==> config.mk <==
export PLATFORM = sky130hd
export DESIGN_NAME = decoder_sweep_ctrl
export DESIGN_NICKNAME = d
export VERILOG_FILES = /design/src/rtl/decoder_sweep_ctrl.sv
export SDC_FILE = /design/constraint.sdc
export NUM_CORES = 1
export LEC_CHECK = 0
export CORE_AREA = 2 2 39 41
export CTS_CLUSTER_SIZE = 24
export DETAILED_ROUTE_END_ITERATION = 16
export DIE_AREA = 0 0 41 43
export PLACE_DENSITY = 0.46
export SYNTH_ARGS = -nofsm -noshare
export SYNTH_HDL_FRONTEND = slang
export SYNTH_SLANG_ARGS = --single-unit
==> constraint.sdc <==
create_clock -name clk -period 1 [get_ports clk]
set_input_delay 0.2 -clock clk [delete_from_list [all_inputs] [get_ports clk]]
set_output_delay 0.2 -clock clk [all_outputs]
set_load 0.01 [all_outputs]
==> src/rtl/decoder_sweep_ctrl.sv <==
// decoder_sweep_ctrl: walks a decoder select through all values with a gated enable dwell per value
module decoder_sweep_ctrl #(
  parameter int unsigned SEL_WIDTH = 1,
  parameter int unsigned DWELL = 4
) (
  input  logic                 clk,
  input  logic                 reset,
  input  logic                 start,
  input  logic                 hold,
  output logic [SEL_WIDTH-1:0] sel,
  output logic                 enable,
  output logic                 busy,
  output logic                 done
);
  localparam int unsigned CW = $clog2(DWELL + 1);
  typedef enum logic [1:0] {IDLE, ACTIVE, GAP, DONE} state_t;
  state_t state_q, state_d;
  logic [SEL_WIDTH-1:0] sel_q, sel_d;
  logic [CW-1:0] cnt_q, cnt_d;
  // next state: dwell counting in ACTIVE, one gap cycle between values, sel wraps only when leaving DONE
  always_comb begin
    state_d = state_q;
    sel_d = sel_q;
    cnt_d = cnt_q;
    case (state_q)
      IDLE: if (start) begin
        state_d = ACTIVE;
        sel_d = '0;
        cnt_d = '0;
      end
      ACTIVE: if (!hold) begin
        cnt_d = cnt_q + CW'(1);
        if (cnt_q == CW'(DWELL - 1)) begin
          state_d = &sel_q ? DONE : GAP;
          cnt_d = '0;
        end
      end
      GAP: begin
        state_d = ACTIVE;
        sel_d = sel_q + SEL_WIDTH'(1);
        cnt_d = '0;
      end
      default: begin
        state_d = IDLE;
        sel_d = '0;
      end
    endcase
  end
  // state, select and dwell counter registers
  always_ff @(posedge clk) begin
    if (reset) begin
      state_q <= IDLE;
      sel_q <= '0;
      cnt_q <= '0;
    end else begin
      state_q <= state_d;
      sel_q <= sel_d;
      cnt_q <= cnt_d;
    end
  end
  assign sel = sel_q;
  assign enable = (state_q == ACTIVE) && !hold;
  assign busy = state_q != IDLE;
  assign done = state_q == DONE;
endmodule

Word-level counts from Yosys, hierarchy flattened
Cells that the tools add are included.

Output and inout bits: 4. Register bits after elaboration: 6.

Reductions and logical operators: 8. Multiplexer cells: 11. Bitwise gates (word level): 1. Eq/ne operators: 7. Add/subtract/negate cells: 2.

Operators by type and width (count): two-way mux 3 bit (3); case mux 3 bit (3 select lines) (1); two-way mux 2 bit (3); != test 2 bit (second input constant) (3); case mux 2 bit (3 select lines) (1); AND reduction 3 bit (2); equality test 2 bit (second input constant) (2); adder 3 x 1 -> 3 bit (second input constant) (1); equality test 3 x 2 -> 1 bit (second input constant) (1); case mux 1 bit (3 select lines) (1); nonzero test 3 bit (1); equality test 2 x 1 -> 1 bit (second input constant) (1); zero test 2 bit (1); two-way mux 1 bit (2); AND reduction 2 bit (1); nonzero test 2 bit (1); adder 1 bit (second input constant) (1); logical AND 1 bit (1); zero test 1 bit (1); inverter 1 bit (1).

Depth between registers and ports, before layout
Gate-level depths: netlist of run 1.

Depth in word-level cells: 4. Mapped depth: 4. Mapped depth without buffers: 4.

Worst setup path before layout of run 1
No wires, ideal clock.

Path type: flip-flop to flip-flop. Start: reg state_q[1]. End: reg cnt_q[0]. Data required time: 0.930 ns. Library setup time: 0.070 ns. Slack: 0.044 ns. Stages on the path, launching flop included: 5. Arrival: 0.886 ns. Cell sequence: dfxtp_1 buf_6 nor3b_4 nand3b_1 a21oi_1.

Longest elaborated chain between the ends: 3. Elaborated cells on any way between the ends: 8.

Ends and longest elaborated chain: start, declared (line 17) `state_t state_q, state_d;`; start signal, assigned (line 56) `state_q <= state_d;`; equality test 2 x 1 -> 1 bit, or another cell as far along (line 25) `case (state_q)`; != test 2 bit (no line) / nonzero test 3 bit (equally long branches); AND reduction 3 bit (no line); end signal, assigned (line 58) `cnt_q <= cnt_d;`; end, declared (line 19) `logic [CW-1:0] cnt_q, cnt_d;`.

Several ways; a longest one is shown, not always the timed one. A chain may end at the register's enable or synchronous reset.

Worst setup path in the final report of run 1
Start: reg state_q[1]. End: out busy.

Longest elaborated chain between the ends: 1.

Ends and longest elaborated chain: nonzero test 2 bit (line 63) `assign busy = state_q != IDLE;`; end, declared (line 12) `output logic busy,`.

No other way between the ends.

==> summary.txt, run 1 <==
STA
  – Worst-Margin Slew: 0.283 ns
  – Final setup violating endpoints: 4
  – Largest clock skew in the final design: 0.00685 ns
  – Minimum clock period after layout: between 1 and 1.5 ns
  – Final count of hold timing violations: 0
  – Relative slew slack: 81.1%
  – Smallest setup slack after layout: -0.137 ns
  – Maximum operating frequency: 880 MHz
  – Number of pins with negative max-slew slack in the final report: 0
  – Unrepaired setup endpoints after global routing: true
  – Part of the cycle the worst path needs: 114%

Power
  – Power per unit of standard cell area: about 1000 nW/um^2
  – Part of the power in the clock network: 37.8%
  – Maximum VDD drop: 0.466 mV
  – Reported net switching power: about 0.00013 W
  – Switching part of the total: 23.1%
  – Internal portion of total power: 0.000444 W
  – P_leak: 0.212 nW
  – Power after layout: 0.000578 W
  – Logic pwr share: 18.9%
  – Power share of the sequential group: a little over two fifths

Global route
  – Maximum number of pins on one net before global-route repair: 8
  – Met2 layer usage reported by global route: 13.4%
  – Met3 routing resource usage after global routing: 4.71%
  – Vias in the first global route: 295
  – GRT met1 Usage: 12.9%
  – Overflow left after global routing: 0
  – Global-route usage over all layers: 10.1%
  – Wire length of the first global-routing pass: 1180 microns
  – Most used routing layer: met2
  – Number of antenna violations at the first check in global routing: 0

Place
  – Final RePlAce weighted congestion: 0.850
  – Post-Place Setup Slack: -0.616 ns
  – Cell Count Post-Placement: between 60 and 70
  – Buffers on Ports: 7

Yosys
  – Synth Register Bits: 6
  – Area of the mapped netlist: between 300 and 400 sq um
  – Share of the yosys chip area belonging to registers: between 30% and 40%
  – Unique cell type count in the Yosys netlist: 21
  – Synth warn: 0
  – Synthesized Nets: 40
  – Synthesized instance count: 35
  – Post-Synthesis Mean Instance Area: 9.44 sq um

Run status
  – Outcome: complete, but fails checks
  – Violated checks: setup timing

Finish
  – Final net count: 58
  – Most common library cell in the layout ignoring fill and taps: buf_4
  – Commonest non-fill, non-tap cells in the layout: 7 x buf_4, 5 x a21oi_1, 3 x nand3b_1, 3 x clkbuf_4, 3 x dfxtp_2
  – Number of cells in the finished layout apart from fillers: 67
  – Fraction of final layout cells with drive strength greater than 1: 56.9%
  – Number of diodes: 0
  – Area added between synthesis and finish: 68.2%
  – Final design utilization: about two fifths

CTS
  – H-tree levels: 1
  – Clock Sink Count: 6
  – Clock root buffer master: clkbuf_4
  – Clock tree from TritonCTS: done
  – Latest clock arrival within the worst-skew pair: 0.24 ns
  – Max Root-Sink Buffers: 2
  – Post-CTS clock slew at the launch and capture registers of the worst setup and hold paths: 0.04 ns
  – Cts bufs inserted: 3

Floorplanning
  – Site Rows: 14
  – Die extent in y: 43 microns
  – Chip Width: 41 microns
  – Initial core utilization: 23.9%
  – Floorplan Core Area: 1380 sq um
  – Floorplan die area: 1760 sq um
  – IO Pins: 8

Detailed routing
  – Pre-antenna DRT Iters: 3
  – Antenna Violating Nets Remaining: 0
  – Wire length per cell after detailed routing: 11.4 microns
  – Drt initial violations: 3
  – Remaining routing DRC violations: 0
  – Final Routed Wirelength: between 700 and 800 microns
  – Vias after detailed routing: about 310
  – Detail-routed via count per cell: 4.67

Critical path
  – Max FO, Critical Path: 4
  – CP Data Arrival Time: 0.94 ns
  – Worst Path Required: 0.80 ns
  – Element type at the critical path start: flop
  – Type of the setup path with the least slack: flop to primary output
  – Nature of the critical path endpoint: primary output

Job
  – Max-cap viol count: 0

Worst hold path
  – Type of the most critical hold path: flop to flop
-- area by class of cell --
cell class              instances  area, sq um
flip-flops and latches          6          128
clock buffers                   3         22.5
well taps                      16         20.0
multi-input cells              26          253
fillers                       140          828
inverters                       1         3.75
repair buffers                 15          129
-- power groups by stage --
stage / sequential, W / clock (W) / combinational, W
final: 0.000250 / 0.000219 / 0.000109
after global routing: 0.000251 / 0.000243 / 0.000119
after CTS: 0.000250 / 0.000232 / 0.0000957
after detailed placement: 0.000254 / 0 / 0.0000895
after global placement: 0.000254 / 0 / 0.0000887
after floorplan: 0.000253 / 0 / 0.0000479
-- Yosys cell counts --
cell type | count | area [sq um]
nor3b_4 | 1 | 18.8
nor2b_1 | 1 | 6.26
nor4b_2 | 1 | 15.0
nor3b_1 | 1 | 7.51
nand2_1 | 2 | 7.51
inv_1 | 1 | 3.75
a31oi_1 | 1 | 6.26
a21oi_1 | 5 | 25.0
dfxtp_1 | 6 | 120
nor2_1 | 1 | 3.75
nor3_1 | 1 | 5.00
nand2b_1 | 2 | 12.5
and2_2 | 1 | 7.51
o21bai_1 | 1 | 7.51
o21ai_1 | 1 | 5.00
buf_6 | 2 | 22.5
or2_2 | 1 | 6.26
ha_1 | 1 | 12.5
nand3b_1 | 3 | 22.5
o31ai_1 | 1 | 7.51
o21a_1 | 1 | 7.51
-- per-layer routing --
metal / wire, microns / vias to the layer above
met2: 381 / 8
met4: 4 / 0
li1: - / 162
met3: 49 / 2
met5: 0 / -
met1: 325 / 141
-- timing repair --
action                                  4_1_cts  5_1_grt
setup buffers                                 1        0
gates resized for setup                      31        7
hold buffers                                  0        0
endpoints found under the setup margin        7        7
cloned                                        0        0
pin swaps                                     4        3
-- state kept, by name, indices dropped and copies added (netlist names) --
| name | flops |
|---|---|
| cnt_q | 3 |
| state_q | 2 |
| sel | 1 |
-- worst max-delay path: stages (launching register included) --
cell	delay (ns)
dfxtp_4	0.36
or2_4	0.23
buf_6	0.12
-- per-stage QoR --
| step | setup TNS, ns | instance area [sq um] | hold WS [ns] |
|---|---|---|---|
| 3_3_place_gp | -2.48 | 450 | 0.445 |
| 2_1_floorplan | 0 | 330 | 0.269 |
| 3_5_place_dp | -2.54 | 450 | 0.461 |
| 6_report | -0.367 | 556 | 0.484 |
| 4_1_cts | -0.417 | 518 | 0.473 |
| 5_1_grt | -0.643 | 556 | 0.503 |
-- logic make-up (layout without fill, tap and decap cells) --
group                      after synthesis  in the layout  synth area share, %
AOI/OAI and AO/OA                       10             10                 17.8
buffers and inverters                    3             19                 7.95
adders and majority gates                1              1                 3.79
DFF                                      6              6                 36.4
and+or+nand+nor                         15             15                 34.1
-- worst paths after layout --
check                           cells after the start  slack [ns]        to       start
worst max-delay path                                2       -0.14      busy  state_q[1]
worst min-delay path                                2        0.48  cnt_q[2]    cnt_q[2]
worst max register to register                      4       -0.01  cnt_q[1]  state_q[0]
worst min register to register                      2        0.48  cnt_q[2]    cnt_q[2]
Note: power is estimated with default switching activity, not from simulation.
==> inputs of run 2 (changes only) <==
--- a/config.mk
+++ b/config.mk
@@ -5,6 +5,7 @@
 export SDC_FILE = /design/constraint.sdc
 export NUM_CORES = 1
 export LEC_CHECK = 0
+export CAP_MARGIN = 20
 export CORE_AREA = 2 2 39 41
 export CTS_CLUSTER_SIZE = 24
 export DETAILED_ROUTE_END_ITERATION = 16
==> results of run 2 <==
Final layout, timing and power as in run 1 (identical DEF).
==> edit: new RTL, settings of run 1 <==
Re-encode `state_t` (4 states) as Gray code, 2 bits wide.
--- a/src/rtl/decoder_sweep_ctrl.sv
+++ b/src/rtl/decoder_sweep_ctrl.sv
@@ -15,3 +15,3 @@
   localparam int unsigned CW = $clog2(DWELL + 1);
-  typedef enum logic [1:0] {IDLE, ACTIVE, GAP, DONE} state_t;
+  typedef enum logic [1:0] {IDLE = 2'b00, ACTIVE = 2'b01, GAP = 2'b11, DONE = 2'b10} state_t;
   state_t state_q, state_d;
Check against the original RTL: same outputs for any inputs over 10 cycles, from zero or initial values and one cycle with reset high; not proved beyond that.
==> edit against run 1 <==
  * The flow still finishes with violations (negative setup slack)
  * Synthesized area is 22% higher
  * Sequential cell count stayed put
  * Wire length is 23% higher
  * Setup slack worse by 260 ps
  * Final area is 29% higher
  * First-iteration DRC count is 33% higher
  * Critical endpoint is now sel
  * Largest cell class unchanged
Power is not compared: it rests on default switching activity, and its combinational part moved more than twofold at a synthesized area within 25%.
==> edit: results (changes against run 1) <==
* Run status: complete, but fails checks (unchanged)
* Violated checks: negative setup slack (unchanged)
* Final nets at 77 (was 58)
* Worst-margin pin slew at 293 ps (was 283 ps)
* Compound-gate portion of the synthesized area at 11.2% (was 17.8%)
* Unique masters post-synth at 15 (was 21)
* Met2 Use GR at 17.8% (was 13.4%)
* Met2 wire len at 447 um (was 381 um)
* Worst setup endpoint: sel (was busy)
* Wl on met1 at 446 um (was 325 um)
* Vias in the first global route at 373 (was 295)
* Top delay family on crit path: simple AND/OR/NAND/NOR gates (was flip-flops)
* Data buffer area share at 26.7% (was 23.2%)
* Multiplexer share of the synthesized area at 9.97% (was 0%)
* WL final at 935 um (was 761 um)
* Worst Hold End: sel (was cnt_q[2])
* Post-synth top cells: nand2b_1 (8), dfxtp_1 (6), ha_1 (6) (was dfxtp_1 (6), a21oi_1 (5), nand3b_1 (3))
* Bufs w/o clock at 22 (was 15)
* Slowest Stage Delay on Critical Path at 480 ps (was 360 ps)
* Area of the multi-input gates at 339 um2 (was 253 um2)
* Non-clk invs at 3 (was 1)
* Share of cells above drive strength 1 at 61.5% (was 56.9%)
* Drt via density at 4.57 (was 4.67)
* Arrival @ worst endpoint at 1580 ps (was 940 ps)
* Multi-In Gates at 31 (was 26)
* Syn nets at 51 (was 40)
* Tot GR Track Use at 13.7% (was 10.1%)
* First-pass GRT wire length at 1.63 mm (was 1.18 mm)
* Highest routed metal layer: met3 (was met4)
* FILL cells at 137 (was 140)
* Largest net degree at the start of global routing at 10 (was 8)
* Register area share after synthesis at 29.9% (was 36.4%)
* Final Setup Violations at 10 (was 4)
* Worst reg2reg path depth at 5 (was 4)
* Area contributors post-synth: dfxtp_1 (30%), ha_1 (19%), nand2b_1 (12%) (was dfxtp_1 (36%), a21oi_1 (7.6%), buf_6 (6.8%))
* Drt pass-1 iters at 2 (was 3)
* Final worst slack at -398 ps (was -137 ps)
* Crit-path slowest cell: or4b_4 (was dfxtp_4)
* Crit. Startpoint: state_q[0] (was state_q[1])
* Initial DRC Count at 4 (was 3)
* GPL Wtd Cong at 0.742 (was 0.850)
* FFs & Latches at 6 (unchanged)
* Worst slack on hold paths at 527 ps (was 484 ps)
==> edit: cell count changes after synthesis, moves of 2 or more <==
| cell | change |
|---|---|
| a21oi_1 | -3 |
| buf_6 | -2 |
| ha_1 | +5 |
| inv_1 | +2 |
| mux2i_1 | +4 |
| nand2_1 | -2 |
| nand2b_1 | +6 |
| nand3b_1 | -2 |
| nor2b_1 | +2 |
| or4b_1 | +2 |
==> edit: repair_timing <==
item	in CTS	in global routing
cloned	0	0
hold buffers	0	0
endpoints found under the setup margin	10	10
resized for setup	27	5
pin swaps	3	2
setup buffers	3	2
==> edit: through the flow <==
step	setup WS (ps)	instances	TNS (ps)	utilization (%)	area, um2
after global routing	-439	81	-3220	51.8	717
after floorplan	-326	41	-1550	-	433
final	-398	81	-2670	51.8	717
after detailed placement	-530	73	-4090	42.9	593
after global placement	-490	73	-3850	42.9	593
after CTS	-378	79	-2700	49.1	679
